<file path="src/rtl/game_pkg.sv">
// rtl/game_pkg.sv - shared tile codes, player FSM states and default key codes
package game_pkg;

   localparam logic [3:0] TILE_FLOOR = 4'd0;
   localparam logic [3:0] TILE_WALL  = 4'd1;
   localparam logic [3:0] TILE_BRICK = 4'd2;
   localparam logic [3:0] TILE_RSVD  = 4'd3;
   localparam logic [3:0] TILE_LIFE  = 4'd4;
   localparam logic [3:0] TILE_SPEED = 4'd5;

   localparam logic [7:0] KEY_UP_DEF   = 8'h52;
   localparam logic [7:0] KEY_DN_DEF   = 8'h51;
   localparam logic [7:0] KEY_LF_DEF   = 8'h50;
   localparam logic [7:0] KEY_RT_DEF   = 8'h4F;
   localparam logic [7:0] KEY_BOMB_DEF = 8'h13;

   typedef enum logic [2:0] {
      S_IDLE,
      S_QUERY,
      S_RESOLVE,
      S_RESPAWN,
      S_DEAD
   } player_state_t;

   // Walls and bricks stop movement; every other code is walkable.
   function automatic logic is_solid(input logic [3:0] code);
      return (code == TILE_WALL) || (code == TILE_BRICK);
   endfunction

   // Codes the player collects by standing on them.
   function automatic logic is_pickup(input logic [3:0] code);
      return (code == TILE_LIFE) || (code == TILE_SPEED);
   endfunction

endpackage

</file>
<file path="src/rtl/tile_addr_calc.sv">
// rtl/tile_addr_calc.sv - pixel coordinate to linear map tile address
module tile_addr_calc #(
   parameter int MAP_W   = 20,
   parameter int TILE_SH = 5
) (
   input  logic [9:0] px,
   input  logic [9:0] py,
   output logic [9:0] addr
);

   logic [9:0] col;
   logic [9:0] row;
   logic [9:0] row_base;

   // Row-major tile index, kept in 10 bits like the rest of the map logic.
   always_comb begin
      col      = px >> TILE_SH;
      row      = py >> TILE_SH;
      row_base = row * 10'(MAP_W);
      addr     = row_base + col;
   end

endmodule

</file>
<file path="src/rtl/player_ctrl.sv">
// rtl/player_ctrl.sv - per-frame player movement, collision, pickups, blasts and lives
module player_ctrl
   import game_pkg::*;
#(
   parameter int MAP_W         = 20,
   parameter int TILE_SH       = 5,
   parameter int NUM_BLAST     = 10,
   parameter int START_X       = 522,
   parameter int START_Y       = 394,
   parameter int START_LIVES   = 3,
   parameter int MAX_LIVES     = 7,
   parameter int SPEED_MAX     = 3,
   parameter int INVULN_FRAMES = 60,
   parameter int SIZE_X        = 20,
   parameter int SIZE_Y        = 27,
   parameter logic [7:0] KEY_UP   = KEY_UP_DEF,
   parameter logic [7:0] KEY_DN   = KEY_DN_DEF,
   parameter logic [7:0] KEY_LF   = KEY_LF_DEF,
   parameter logic [7:0] KEY_RT   = KEY_RT_DEF,
   parameter logic [7:0] KEY_BOMB = KEY_BOMB_DEF
) (
   input  logic                   Clk,
   input  logic                   Reset,
   input  logic                   frame_tick,
   input  logic                   enable,
   input  logic [7:0]             keycode,
   input  logic [NUM_BLAST*10-1:0] blast_addr,
   input  logic [NUM_BLAST-1:0]   blast_valid,
   output logic                   map_rd,
   output logic [9:0]             map_addr,
   input  logic [3:0]             map_data,
   output logic                   pickup_clr,
   output logic [9:0]             pickup_addr,
   output logic [9:0]             pos_x,
   output logic [9:0]             pos_y,
   output logic [2:0]             lives,
   output logic [1:0]             speed,
   output logic                   alive,
   output logic                   invuln,
   output logic                   busy,
   output logic                   bomb_drop
);

   localparam logic [9:0] START_X10 = 10'(START_X);
   localparam logic [9:0] START_Y10 = 10'(START_Y);
   localparam logic [9:0] X_LO      = 10'd32;
   localparam logic [9:0] Y_LO      = 10'd32;
   localparam logic [9:0] X_HI      = 10'(575 - SIZE_X);
   localparam logic [9:0] Y_HI      = 10'(447 - SIZE_Y);
   localparam logic [7:0] INV_LOAD  = 8'(INVULN_FRAMES);

   player_state_t    state;
   logic [2:0]       q_cnt;
   logic [9:0]       cand_x;
   logic [9:0]       cand_y;
   logic [3:0][3:0]  code_q;
   logic [7:0]       inv_cnt;
   logic [7:0]       prev_key;
   logic             bomb_pend;

   logic [9:0]       next_x;
   logic [9:0]       next_y;
   logic [9:0]       src_x;
   logic [9:0]       src_y;
   logic [3:0][9:0]  cand_addr;
   logic [3:0][9:0]  cur_addr;
   logic             tick_en;
   logic             blast_hit;
   logic             blocked;
   logic             in_bounds;
   logic             pk_hit;
   logic [1:0]       pk_idx;

   assign tick_en = frame_tick & enable;
   assign invuln  = (inv_cnt != 8'd0);

   // Candidate position from the current key; unrecognised keys mean no motion.
   always_comb begin
      next_x = pos_x;
      next_y = pos_y;
      if (keycode == KEY_RT)
         next_x = pos_x + {8'd0, speed};
      else if (keycode == KEY_LF)
         next_x = pos_x - {8'd0, speed};
      else if (keycode == KEY_DN)
         next_y = pos_y + {8'd0, speed};
      else if (keycode == KEY_UP)
         next_y = pos_y - {8'd0, speed};
   end

   // In IDLE the address units see the not-yet-latched candidate so the TL read can issue on entry.
   always_comb begin
      src_x = (state == S_IDLE) ? next_x : cand_x;
      src_y = (state == S_IDLE) ? next_y : cand_y;
   end

   // Corner index bit0 selects the right edge, bit1 the bottom edge: TL, TR, BL, BR.
   for (genvar c = 0; c < 4; c++) begin : g_corner
      localparam logic [9:0] OFF_X = ((c & 1) != 0) ? 10'(SIZE_X) : 10'd0;
      localparam logic [9:0] OFF_Y = ((c & 2) != 0) ? 10'(SIZE_Y) : 10'd0;

      tile_addr_calc #(.MAP_W(MAP_W), .TILE_SH(TILE_SH)) u_cand (
         .px   (src_x + OFF_X),
         .py   (src_y + OFF_Y),
         .addr (cand_addr[c])
      );

      tile_addr_calc #(.MAP_W(MAP_W), .TILE_SH(TILE_SH)) u_cur (
         .px   (pos_x + OFF_X),
         .py   (pos_y + OFF_Y),
         .addr (cur_addr[c])
      );
   end

   // Any current corner sitting on any active blast tile.
   always_comb begin
      blast_hit = 1'b0;
      for (int b = 0; b < NUM_BLAST; b++) begin
         for (int c = 0; c < 4; c++) begin
            if (blast_valid[b] && (blast_addr[b*10 +: 10] == cur_addr[c]))
               blast_hit = 1'b1;
         end
      end
   end

   // Movement legality from the captured corner codes and the playfield box.
   always_comb begin
      blocked = 1'b0;
      for (int c = 0; c < 4; c++) begin
         if (is_solid(code_q[c]))
            blocked = 1'b1;
      end
      in_bounds = (cand_x >= X_LO) && (cand_x <= X_HI) &&
                  (cand_y >= Y_LO) && (cand_y <= Y_HI);
   end

   // First pickup corner in TL, TR, BL, BR priority; scanning downward leaves the lowest index.
   always_comb begin
      pk_hit = 1'b0;
      pk_idx = 2'd0;
      for (int c = 3; c >= 0; c--) begin
         if (is_pickup(code_q[c])) begin
            pk_hit = 1'b1;
            pk_idx = 2'(c);
         end
      end
   end

   // Frame FSM: latch candidate, read four corners, resolve, optionally respawn or die.
   always_ff @(posedge Clk or posedge Reset) begin
      if (Reset) begin
         state       <= S_IDLE;
         q_cnt       <= 3'd0;
         cand_x      <= START_X10;
         cand_y      <= START_Y10;
         code_q      <= '0;
         inv_cnt     <= 8'd0;
         prev_key    <= 8'd0;
         bomb_pend   <= 1'b0;
         pos_x       <= START_X10;
         pos_y       <= START_Y10;
         lives       <= 3'(START_LIVES);
         speed       <= 2'd1;
         alive       <= 1'b1;
         busy        <= 1'b0;
         map_rd      <= 1'b0;
         map_addr    <= 10'd0;
         pickup_clr  <= 1'b0;
         pickup_addr <= 10'd0;
         bomb_drop   <= 1'b0;
      end else begin
         pickup_clr <= 1'b0;
         bomb_drop  <= 1'b0;

         if (tick_en && (state != S_DEAD) && (inv_cnt != 8'd0))
            inv_cnt <= inv_cnt - 8'd1;

         case (state)
            S_IDLE: begin
               if (tick_en && alive) begin
                  cand_x    <= next_x;
                  cand_y    <= next_y;
                  bomb_pend <= (keycode == KEY_BOMB) && (prev_key != KEY_BOMB);
                  prev_key  <= keycode;
                  map_rd    <= 1'b1;
                  map_addr  <= cand_addr[0];
                  q_cnt     <= 3'd0;
                  busy      <= 1'b1;
                  state     <= S_QUERY;
               end
            end

            S_QUERY: begin
               // Data for the read issued in the previous cycle arrives now.
               if (q_cnt != 3'd0)
                  code_q[2'(q_cnt - 3'd1)] <= map_data;
               if (q_cnt < 3'd3) begin
                  map_rd   <= 1'b1;
                  map_addr <= cand_addr[2'(q_cnt + 3'd1)];
               end else begin
                  map_rd <= 1'b0;
               end
               if (q_cnt == 3'd4) begin
                  bomb_drop <= bomb_pend;
                  state     <= S_RESOLVE;
               end
               q_cnt <= q_cnt + 3'd1;
            end

            S_RESOLVE: begin
               if (blast_hit && !invuln) begin
                  lives <= lives - 3'd1;
                  state <= S_RESPAWN;
               end else begin
                  if (!blocked && in_bounds) begin
                     pos_x <= cand_x;
                     pos_y <= cand_y;
                  end
                  if (pk_hit) begin
                     pickup_clr  <= 1'b1;
                     pickup_addr <= cand_addr[pk_idx];
                     if (code_q[pk_idx] == TILE_LIFE) begin
                        if (lives < 3'(MAX_LIVES))
                           lives <= lives + 3'd1;
                     end else begin
                        if (speed < 2'(SPEED_MAX))
                           speed <= speed + 2'd1;
                     end
                  end
                  busy  <= 1'b0;
                  state <= S_IDLE;
               end
            end

            S_RESPAWN: begin
               pos_x   <= START_X10;
               pos_y   <= START_Y10;
               speed   <= 2'd1;
               inv_cnt <= INV_LOAD;
               busy    <= 1'b0;
               if (lives == 3'd0) begin
                  alive <= 1'b0;
                  state <= S_DEAD;
               end else begin
                  state <= S_IDLE;
               end
            end

            S_DEAD: begin
               map_rd <= 1'b0;
               alive  <= 1'b0;
               busy   <= 1'b0;
            end

            default: state <= S_IDLE;
         endcase
      end
   end

endmodule
</file>
<file path="config.mk">
export PLATFORM = sky130hd
export DESIGN_NAME = player_ctrl
export DESIGN_NICKNAME = d
export VERILOG_FILES = /design/src/rtl/game_pkg.sv /design/src/rtl/tile_addr_calc.sv /design/src/rtl/player_ctrl.sv
export SDC_FILE = /design/constraint.sdc
export NUM_CORES = 1
export LEC_CHECK = 0
export ABC_AREA = 1
export BUFFER_PORTS_ARGS = -buffer_cell sky130_fd_sc_hd__buf_4
export CAP_MARGIN = 10
export CORE_ASPECT_RATIO = 1.25
export CORE_UTILIZATION = 45
export DETAILED_ROUTE_END_ITERATION = 7
export GPL_ROUTABILITY_DRIVEN = 0
export GPL_TIMING_DRIVEN = 0
export PLACE_DENSITY = 0.64
export RECOVER_POWER = 50
export SLEW_MARGIN = 30
export SYNTH_ARGS = -nofsm -noshare
export SYNTH_HDL_FRONTEND = slang
export SYNTH_SLANG_ARGS = --single-unit
</file>
<file path="constraint.sdc">
create_clock -name Clk -period 12.2 [get_ports Clk]
set_clock_uncertainty 0.15 [all_clocks]
set_input_delay 1.22 -clock Clk [delete_from_list [all_inputs] [get_ports Clk]]
set_output_delay 1.22 -clock Clk [all_outputs]
set_load 0.05 [all_outputs]
</file>
==> results of run 1 <==
metrics by stage:
| stage | power, uW | std cells | setup slack (ns) |
|---|---|---|---|
| floorplan | 2486 | 2504 | 7.147 |
| global placement | 3158 | 3092 | 6.063 |
| detailed placement | 3203 | 3093 | 5.948 |
| CTS | 3511 | 3109 | 6.224 |
| global route | 3865 | 3109 | 5.117 |
| finish | 3515 | 3109 | 6.172 |
path summary, 6_finish.rpt:
path	from	slack (ns)	to
worst min-delay path	cand_x[1]	0.32	cand_x[1]
worst max register to register	pos_y[3]	6.17	lives[2]
min in group asynchronous	Reset	1.00	pos_x[0]
worst max-delay path	pos_y[3]	6.17	lives[2]
max in group asynchronous	Reset	6.24	map_addr[8]
worst min register to register	cand_x[1]	0.32	cand_x[1]
synth_stat cells, types with 2 or more instances:
cell type / number
sky130_fd_sc_hd__buf_2: 23
sky130_fd_sc_hd__nand3_4: 5
sky130_fd_sc_hd__fa_1: 17
sky130_fd_sc_hd__nor2_4: 5
sky130_fd_sc_hd__nand3b_1: 5
sky130_fd_sc_hd__o21ai_0: 113
sky130_fd_sc_hd__a211oi_1: 6
sky130_fd_sc_hd__inv_2: 10
sky130_fd_sc_hd__nand4_1: 43
sky130_fd_sc_hd__o21a_1: 2
sky130_fd_sc_hd__dfstp_2: 18
sky130_fd_sc_hd__nor3_1: 31
sky130_fd_sc_hd__buf_6: 5
sky130_fd_sc_hd__nor4_1: 2
sky130_fd_sc_hd__inv_1: 299
sky130_fd_sc_hd__nand3b_4: 2
sky130_fd_sc_hd__or2_2: 10
sky130_fd_sc_hd__o21bai_1: 2
sky130_fd_sc_hd__nand2_4: 9
sky130_fd_sc_hd__nand3_2: 5
sky130_fd_sc_hd__o21ai_1: 23
sky130_fd_sc_hd__o32ai_1: 2
sky130_fd_sc_hd__buf_1: 2
sky130_fd_sc_hd__nor2_2: 7
sky130_fd_sc_hd__xnor2_1: 71
sky130_fd_sc_hd__xor2_1: 123
sky130_fd_sc_hd__nand2_1: 833
sky130_fd_sc_hd__a21oi_1: 40
sky130_fd_sc_hd__nor2_1: 274
sky130_fd_sc_hd__ha_1: 63
sky130_fd_sc_hd__buf_4: 7
sky130_fd_sc_hd__dfrtp_1: 91
sky130_fd_sc_hd__o211ai_1: 11
sky130_fd_sc_hd__clkinv_1: 7
sky130_fd_sc_hd__a31oi_1: 11
sky130_fd_sc_hd__clkbuf_1: 26
sky130_fd_sc_hd__nand3_1: 264
sky130_fd_sc_hd__o221ai_1: 3
sky130_fd_sc_hd__o311ai_0: 5
sky130_fd_sc_hd__nand2_2: 20
registers in the layout (all words and copies together) (netlist names):
name / flops
code_q: 16
cand_x: 10
cand_y: 10
map_addr: 10
pickup_addr: 10
pos_x: 10
pos_y: 10
inv_cnt: 8
prev_key: 8
lives: 3
q_cnt: 3
state: 3
speed: 2
alive: 1
bomb_drop: 1
bomb_pend: 1
busy: 1
map_rd: 1
pickup_clr: 1
per-layer routing:
metal,vias up,global-route usage (%)
li1,8296,-
met1,7672,35.84
met2,618,57.41
met3,162,2.741
met4,0,20.05
met5,-,0
cell families (layout without fill, tap and decap cells):
logic type	after synthesis	count (layout)	share of synthesized area, %
AOI/OAI and AO/OA	224	224	8.360
muxes	1	1	0.06722
adders and majority gates	80	80	7.579
buffers and inverters	379	566	10.17
DFF	109	109	18.47
and+or+nand+nor	1517	1517	43.94
xor gates and xnor gates	194	194	11.41
where the power goes:
group	switching, uW	internal [uW]	leakage (uW)	total (uW)
logic	1820	855	0.00747	2670
registers	89.7	467	0.00135	556
clock network	145	142	0.000128	287
total	2050	1460	0.00894	3520
final cells by class:
class                           instances  area [um2]
Multi-Input combinational cell       2016       10630
Fill cell                            3411       15690
Buffer                                 63       329.1
Sequential cell                       109        2750
Inverter                              316        1187
Tap cell                              418       523.0
Timing Repair Buffer                  171        1201
Clock inverter                          5       43.79
Clock buffer                           11       232.7
tightest hold or removal path, cell delays in order (launching register included):
cell,delay (ns)
sky130_fd_sc_hd__dfstp_2,0.37
sky130_fd_sc_hd__nand2_1,0.05
sky130_fd_sc_hd__nand2_1,0.05
==> results.toml, run 1 <==
[power]
ir_worst_vdd_v = 0.0002051
power_density_over_cell_area_nw_per_um2 = 208.0
power_leakage_uw = 0.008941

[layout]
antenna-diode-count = 0
flow.area_growth_from_synthesis_pct = 13.48
design_area_um2 = 16900
layout-drive-gt1-share_pct = 10.85
most_frequent_cells_in_the_layout = "sky130_fd_sc_hd__nand2_1 (833), sky130_fd_sc_hd__inv_1 (298), sky130_fd_sc_hd__nor2_1 (274), sky130_fd_sc_hd__nand3_1 (264), sky130_fd_sc_hd__buf_4 (154)"
nNetsFinal = 2892
final_common_cell = "sky130_fd_sc_hd__nand2_1"
postLayoutCoreUtil_pct = 51.85

[synth]
synth.yosys.seq_area_share_pct = 18.47
synth_top_area_share_pct = 21.00
synth.net_count = 2710
synth_seq_cells = 109
share_of_flip_flops_with_an_asynchronous_set_or_reset_pct = 100.0
yosys_most_used_dff = "sky130_fd_sc_hd__dfrtp_1"
ys_types = 49
synth_cells = 2504
syn_area_um2 = 14890
synth_edf_count = 0
syn_avg_cell_area_um2 = 5.947
ys_top_cells_by_area = "sky130_fd_sc_hd__nand2_1 (21%), sky130_fd_sc_hd__dfrtp_1 (15%), sky130_fd_sc_hd__nand3_1 (8.9%)"
synthesis.yosys.warnings = 0
biggest_area_consumer_among_synthesized_cells = "sky130_fd_sc_hd__nand2_1"

[grt]
grt_pass1_wl_um = 83280
grt_max_degree = 81
antenna_violations_before_repair = 0
grt.overflow.total = 0
grt_pass1_vias = 16110
grt.total_usage_pct = 31.88

[run_status]
failed_checks = "capacitance limit, slew limit"
status = "complete, but fails checks"

[timing]
report.final.setup_viol = 0
maxSlewViolCount = 81
timing.max_slew.rel_slack_pct = -188.6
max_slew.worst_pin.slew_ns = 4.329
max_freq_mhz = 165.9
grt_setup_unrepaired = "false"
final.hold.worst_slack_ns = 0.3218
timing.final.crit_share_pct = 49.41
report.final.hold_viol_count = 0
totalNegativeSetupSlack_ns = 0
timing.final.crit_period_ns = 6.028

[job]
timing.max_cap.violations = 1

[floorplanning]
die_area_um2 = 33830
die_width_um = 164.7
floorplan.initialDensity_pct = 45.69
rows = 74
die_height_um = 205.4
io-pin-count = 177
floorplan.core_area_um2 = 32590

[detailed_routing]
dr.pass1.iters = 8
met2_length_um = 26300
dr_wl_met3_um = 2804
antenna_violating_nets_post_route = 0
met1_length_um = 20460
routed.top_layer = "met4"
avgViaCountPerCell = 5.387
detail_route.drc_violations = 0
num_vias = 16750
postRouteWirelength_um = 53100
detail_route.iter0.violations = 1290
routed_wire_length_per_instance_um = 17.08

[worst_setup_path]
worst-path-buf-inv = 2
critPathTopFamily = "simple AND/OR/NAND/NOR gates"
critical_path_arrival_ns = 6.13
slowest_delay_ns = 0.54
worst_setup_path_start_kind = "register"
worst-setup-path-type = "register to register"
worstRegToRegCells = 29
critical_path.slowest_cell = "sky130_fd_sc_hd__dfstp_2"
cp_data_required_time_ns = 12.30
worst_path_most_repeated_cell = "sky130_fd_sc_hd__nand2_1"
critical_path_peak_fanout = 10
timing.critical_path.to_type = "register"
cp.depth = 29

[clocking]
inserted_clock_buffers = 9
cts-root-buf = "sky130_fd_sc_hd__clkbuf_16"
clk-insertion-delay-late_ns = 0.36
cts_htree_levels = 3
tritoncts = "yes"
cts.repair.resized = 0
cts.repair_timing.setup_buffer_count = 0
cts_num_sinks = 109
clock_tree.buffer_depth = 2
cts.clk_slew.worst_paths_ns = 0.08
ctsHoldBuffers = 0

[place]
post-dp-hpwl_um = 43160
io_buffer_count = 170
post_dp_cell_area_um2 = 16730

[min_path]
worst_hold_path.num_cells = 2
path_class_of_the_lowest_slack_min_delay_path = "register to register"
(Power assumes the default switching activity.)
==> inputs of run 2 (changes only) <==
PLACE_DENSITY = 0.67   (was 0.64)
clock period = 5 ns   (was 12.2 ns; I/O delays follow)
==> run 2 against run 1 <==
Compared with the run above: combinational power increased to 2.8 times the previous value; clock-buffer cell count down 2; the flow still finishes with violations (capacitance limit, slew limit); critical path depth rose by 1; cell count up 1.8%; via count increased by 3.3%; die area is the same.
==> results.toml, run 2 (same netlist as run 1, synthesis figures left out) <==
[run_status]
status = "complete, but fails checks"
failed_checks = "capacitance limit, slew limit"

[floorplanning]
rows = 74
die_area_um2 = 33830
io-pin-count = 177
floorplan.initialDensity_pct = 45.69
die_height_um = 205.4
floorplan.core_area_um2 = 32590
die_width_um = 164.7

[layout]
layout-drive-gt1-share_pct = 18.52
regMostFlops = "code_q"
nNetsFinal = 2949
flow.area_growth_from_synthesis_pct = 22.01
antenna-diode-count = 0
design_area_um2 = 18170
largest_reg_flops = 16
most_frequent_cells_in_the_layout = "sky130_fd_sc_hd__nand2_1 (800), sky130_fd_sc_hd__inv_1 (285), sky130_fd_sc_hd__nand3_1 (248), sky130_fd_sc_hd__nor2_1 (241), sky130_fd_sc_hd__buf_4 (226)"
final_common_cell = "sky130_fd_sc_hd__nand2_1"
postLayoutCoreUtil_pct = 55.75

[detailed_routing]
routed_wire_length_per_instance_um = 17.19
antenna_violating_nets_post_route = 0
num_vias = 17300
avgViaCountPerCell = 5.465
detail_route.drc_violations = 0
postRouteWirelength_um = 54410
dr.pass1.iters = 7
detail_route.iter0.violations = 1339

[grt]
antenna_violations_before_repair = 0
grt_pass1_vias = 16380
grt_pass1_wl_um = 83590
grt.total_usage_pct = 31.94
grt.overflow.total = 0
grt_max_degree = 88

[worst_setup_path]
critical_path.endpoint = "state[0]"
worst_setup_path_start_kind = "register"
cp_data_required_time_ns = 5.12
crit-reg2reg-capture = "state[0]"
timing.critical_path.to_type = "register"
worstRegToRegCells = 30
critical_path_arrival_ns = 5.07
worstSetupStartpoint = "pos_y[3]"
critical_path_peak_fanout = 5
timing.reg2reg.setup_slack_ns = 0.05
reg2reg_from = "pos_y[3]"
slowest_delay_ns = 0.66
worst-setup-path-type = "register to register"
critical_path.slowest_cell = "sky130_fd_sc_hd__fa_2"

[clocking]
cts-root-buf = "sky130_fd_sc_hd__clkbuf_16"
clock_tree.buffer_depth = 2
cts_num_sinks = 109
clk-insertion-delay-late_ns = 0.38
inserted_clock_buffers = 9
cts.clk_slew.worst_paths_ns = 0.08
tritoncts = "yes"
cts_htree_levels = 3

[timing]
final.hold.worst_slack_ns = 0.2411
timing.max_slew.rel_slack_pct = -45.07
maxSlewViolCount = 88
grt_setup_unrepaired = "true"
max_slew.worst_pin.slew_ns = 2.176
report.final.setup_viol = 0
max_freq_mhz = 201.9
timing.final.crit_period_ns = 4.952
report.final.hold_viol_count = 0
timing.final.crit_share_pct = 99.05

[power]
power_density_over_cell_area_nw_per_um2 = 524.0
finalPower_uw = 9521
power_leakage_uw = 0.009493
ir_worst_vdd_v = 0.0005585

[place]
io_buffer_count = 170
post_dp_cell_area_um2 = 16740
post-dp-hpwl_um = 42850

[min_path]
path_class_of_the_lowest_slack_min_delay_path = "input pin to register"
hold_path.startpoint = "keycode[7]"

[job]
timing.max_cap.violations = 1
==> run 2: worst min path at each step <==
stage          depth (start not counted)           to
6_report                               3  prev_key[7]
5_1_grt                                3  prev_key[7]
4_1_cts                                3  prev_key[7]
3_5_place_dp                           2  prev_key[5]
3_3_place_gp                           2    cand_x[1]
2_1_floorplan                          2    cand_x[1]
==> run 2: routing by layer <==
metal  global-route usage (%)  share of wire (%)  vias to the layer above
li1                         -                  -                     8406
met1                    34.64                 37                     7987
met2                    56.06                 49                      695
met3                    3.749                5.5                      213
met4                    25.00                8.1                        0
met5                        0                  0                        -
==> run 2: power by group <==
group          switching, uW  total, uW  internal, uW
logic                   4880       7450          2580
clock network            378        728           349
registers                200       1340          1140
==> run 2: stage by stage <==
step | instances | setup slack [ns] | TNS, ns
finish | 3166 | 0.04753 | 0
floorplan | 2504 | 0.01551 | 0
CTS | 3129 | -0.01739 | -0.01739
global placement | 3092 | -0.8014 | -24.32
detailed placement | 3093 | -0.8503 | -26.06
global route | 3166 | -0.1639 | -4.672
==> run 2: final cells by class <==
cell class	instances	area [um2]
fillers	3249	14420
multi-input cells	2016	11240
flip-flops and latches	109	2758
repair buffers	231	1767
inverters	316	1211
well taps	418	523.0
plain buffers	60	379.1
clock buffers	9	225.2
clock inverters	7	66.31
==> run 2: timing repair <==
item                                    4_1_cts  5_1_grt
buffers inserted                             22       34
pin swaps                                    17       65
gates cloned                                  0        3
hold buffers                                  1        0
endpoints found under the setup margin       44       45
endpoints found under the hold margin        16        0
resized for setup                            91      121
==> run 2: worst max-delay path: cells and delay by family, from the launching register on <==
family / cells / cell delay, ns
compound gates: 2 / 0.22
simple gates: 21 / 2.38
buf+inv: 4 / 0.41
fa+ha+maj: 3 / 1.09
flops: 1 / 0.59
==> inputs of run 3 (changes only) <==
ABC_AREA = default   (was 1)
==> run 3 against run 2 <==
Compared with the run above: flip-flop and latch count stayed put; critical path depth is 5 lower; the flow finishes with violations (capacitance limit, slew limit, setup timing); sequential share of layout area is 0.88 points lower; register-to-register slack worse by 0.97 ns; cell count is 24% lower; hold slack worse by 0.022 ns; first-iteration DRC count is 1.4% higher.
==> results.toml, run 3 <==
[layout]
layout-drive-gt1-share_pct = 31.22
largest_reg_flops = 16
most_frequent_cells_in_the_layout = "sky130_fd_sc_hd__buf_4 (254), sky130_fd_sc_hd__xnor2_1 (207), sky130_fd_sc_hd__xor2_1 (122), sky130_fd_sc_hd__nor2_1 (97), sky130_fd_sc_hd__nand2_1 (94)"
fillerInstances = 2732
nNetsFinal = 2193
final_cell_count_without_fillers = 2411
flow.area_growth_from_synthesis_pct = 29.69
regMostFlops = "code_q"
final_common_cell = "sky130_fd_sc_hd__buf_4"

[floorplanning]
die_width_um = 165.1
floorplan.core_area_um2 = 32680
floorplan.initialDensity_pct = 45.76
die_height_um = 205.8
die_area_um2 = 33980
io-pin-count = 177
rows = 74

[grt]
grt_pass1_wl_um = 82940
grt.total_usage_pct = 32.54
grt_pass1_vias = 14460
antenna_violations_before_repair = 1
met3_usage_pct = 5.160
global_route_met1_utilization_pct = 36.66
grt_max_degree = 85
grtUsageMet2_pct = 54.77
grt.overflow.total = 0
grt-busiest-layer = "met2"

[clocking]
tritoncts = "yes"
inserted_clock_buffers = 9
clk-insertion-delay-late_ns = 0.37
cts_num_sinks = 109
cts-root-buf = "sky130_fd_sc_hd__clkbuf_16"
cts.clk_slew.worst_paths_ns = 0.09
cts_htree_levels = 3
clock_tree.buffer_depth = 2

[synth]
synth_edf_count = 0
synth_top_cells_by_count = "sky130_fd_sc_hd__xnor2_1 (224), sky130_fd_sc_hd__xor2_1 (131), sky130_fd_sc_hd__nor2_1 (104)"
synthesis.yosys.warnings = 0
synth_top_area_share_pct = 15.23
synth_cells = 1707
ys_top_cells_by_area = "sky130_fd_sc_hd__dfrtp_1 (15%), sky130_fd_sc_hd__xnor2_1 (13%), sky130_fd_sc_hd__xor2_1 (7.7%)"
synth_seq_cells = 109
yosys_most_used_dff = "sky130_fd_sc_hd__dfrtp_1"
syn_area_um2 = 14960
biggest_area_consumer_among_synthesized_cells = "sky130_fd_sc_hd__dfrtp_1"
synth.net_count = 1913
synth.most_common_cell = "sky130_fd_sc_hd__xnor2_1"
ys_types = 107
synth.yosys.seq_area_share_pct = 18.39
syn_avg_cell_area_um2 = 8.762
share_of_flip_flops_with_an_asynchronous_set_or_reset_pct = 100.0

[min_path]
path_class_of_the_lowest_slack_min_delay_path = "input pin to register"

[timing]
timing.final.crit_period_ns = 5.923
totalNegativeSetupSlack_ns = -28.43
maxSlewViolCount = 85
timing.final.crit_share_pct = 118.5
timing.max_slew.rel_slack_pct = -40.19
report.final.hold_viol_count = 0
report.final.setup_viol = 43
max_slew.worst_pin.slew_ns = 2.103
grt_setup_unrepaired = "true"
max_freq_mhz = 168.8
finalWorstSetupSlack_ns = -0.9226

[power]
p_sw_share_pct = 30.81
switchingPower_uw = 663.2
seq_power_share_pct = 43.5
power_density_over_cell_area_nw_per_um2 = 111.0
internal_power_uw = 1490
ir_worst_vdd_v = 0.0001741
power_leakage_uw = 0.008029
clock_power_share_pct = 34.2
comb_power_share_pct = 22.3

[detailed_routing]
dr.pass1.iters = 6
postRouteWirelength_um = 56680
detail_route.drc_violations = 0
antenna_violating_nets_post_route = 0
routed_wire_length_per_instance_um = 23.51
avgViaCountPerCell = 6.205
detail_route.iter0.violations = 1358
num_vias = 14960

[worst_setup_path]
worst-path-buf-inv = 5
cp_data_required_time_ns = 5.14
critical_path_peak_fanout = 7
timing.critical_path.to_type = "register"
critical_path.slowest_cell = "sky130_fd_sc_hd__dfstp_4"
worst-setup-path-type = "register to register"
slowest_delay_ns = 0.65
critPathTopFamily = "simple AND/OR/NAND/NOR gates"
critical_path_arrival_ns = 6.07
worst_path_most_repeated_cell = "sky130_fd_sc_hd__buf_4"
worst_setup_path_start_kind = "register"

[place]
post-dp-hpwl_um = 41790
place_worst_setup_slack_ns = -1.281
io_buffer_count = 151
placed_cells_incl_taps = 2277

[job]
timing.max_cap.violations = 1

[run_status]
failed_checks = "capacitance limit, slew limit, setup timing"
status = "complete, but fails checks"
## run 3: cell types whose count changed after synthesis, moves of 37 or more
cell / change
sky130_fd_sc_hd__o21ai_0: -66
sky130_fd_sc_hd__nand3_1: -214
sky130_fd_sc_hd__nor2_1: -170
sky130_fd_sc_hd__nand2_1: -735
sky130_fd_sc_hd__xnor3_1: +39
sky130_fd_sc_hd__xnor2_1: +153
sky130_fd_sc_hd__nor4_1: +37
sky130_fd_sc_hd__inv_1: -230
## run 3: final cells by class
type	count	area, um2	area share (%)
inverters	72	281.5	1.451
plain buffers	99	539.3	2.780
well taps	418	523.0	2.696
clock buffers	9	225.2	1.161
repair buffers	277	2221	11.45
flip-flops and latches	109	2774	14.30
diodes	1	2.502	0.01290
multi-input cells	1419	12760	65.76
clock inverters	7	75.07	0.3870
## run 3: kinds of logic (layout without fill, tap and decap cells)
group	count (synthesis)	after routing	share of synthesized area [%]
AO/OA/AOI/OAI	330	330	16.10
XOR/XNOR	405	405	28.08
adder cells (fa/ha/maj)	80	80	7.546
buffers and inverters	180	464	5.187
flip-flops	109	109	18.39
multiplexers	57	57	4.241
other	0	1	0
AND/OR/NAND/NOR	546	547	20.46
## run 3: power by group through the flow
stage	logic (uW)	registers [uW]	clock network, uW
finish	480	936	737
global route	514	939	785
global placement	436	950	0
CTS	465	935	745
detailed placement	450	952	0
floorplan	272	945	0
## run 3: repair_timing
| item | CTS | global route |
|---|---|---|
| setup endpoints to repair | 46 | 46 |
| resized for setup | 125 | 104 |
| hold endpoints to repair | 16 | 0 |
| cloned | 3 | 0 |
| hold buffers | 1 | 0 |
| pin swaps | 55 | 77 |
| buffers inserted | 51 | 71 |
## run 3: worst paths after layout
path                                 start   endpoint  slack (ns)  cells past startpoint
worst max-delay path              pos_y[1]   lives[2]       -0.92                     25
worst min-delay path            keycode[6]  bomb_pend        0.22                      2
worst max register to register    pos_y[1]   lives[2]       -0.92                     25
worst min register to register       alive      alive        0.31                      2
max in group asynchronous            Reset   speed[1]        1.21                      4
min in group asynchronous            Reset  cand_x[2]        0.77                      3
## run 3: worst reg2reg max path, cell delays in order (launching register included)
cell and delay, ns:
sky130_fd_sc_hd__dfstp_4 0.65, sky130_fd_sc_hd__o21ai_4 0.09, sky130_fd_sc_hd__nand2_2 0.11, sky130_fd_sc_hd__buf_4 0.13, sky130_fd_sc_hd__nand2_4 0.06, sky130_fd_sc_hd__xnor2_4 0.27, sky130_fd_sc_hd__ha_4 0.27, sky130_fd_sc_hd__ha_4 0.17
sky130_fd_sc_hd__fa_2 0.51, sky130_fd_sc_hd__buf_4 0.16, sky130_fd_sc_hd__buf_4 0.13, sky130_fd_sc_hd__nand2b_1 0.15, sky130_fd_sc_hd__a2bb2oi_2 0.17, sky130_fd_sc_hd__buf_6 0.14, sky130_fd_sc_hd__xnor2_1 0.12, sky130_fd_sc_hd__nor4_1 0.48
sky130_fd_sc_hd__nand4b_1 0.43, sky130_fd_sc_hd__o32ai_2 0.41, sky130_fd_sc_hd__nor4_2 0.09, sky130_fd_sc_hd__nand4_4 0.12, sky130_fd_sc_hd__o21a_4 0.16, sky130_fd_sc_hd__inv_4 0.04, sky130_fd_sc_hd__fa_2 0.35, sky130_fd_sc_hd__and3_4 0.20
sky130_fd_sc_hd__mux2i_4 0.13, sky130_fd_sc_hd__xnor2_1 0.13
## run 3: per-stage QoR
stage / util, % / total power, uW / instance area, um2 / hold slack [ns]
after floorplan: - / 1218 / 15190 / 0.2902
after global placement: 51.55 / 1386 / 16850 / 0.2914
after detailed placement: 51.68 / 1401 / 16890 / 0.2923
after CTS: 56.29 / 2145 / 18400 / 0.2179
after global routing: 59.34 / 2238 / 19390 / 0.2331
final: 59.35 / 2153 / 19400 / 0.2195
## run 3: routing by layer
layer,vias to the layer above,routed length (um)
met5,-,0
met1,7181,20090
met4,0,4992
met3,256,4309
met2,815,27280
li1,6709,-
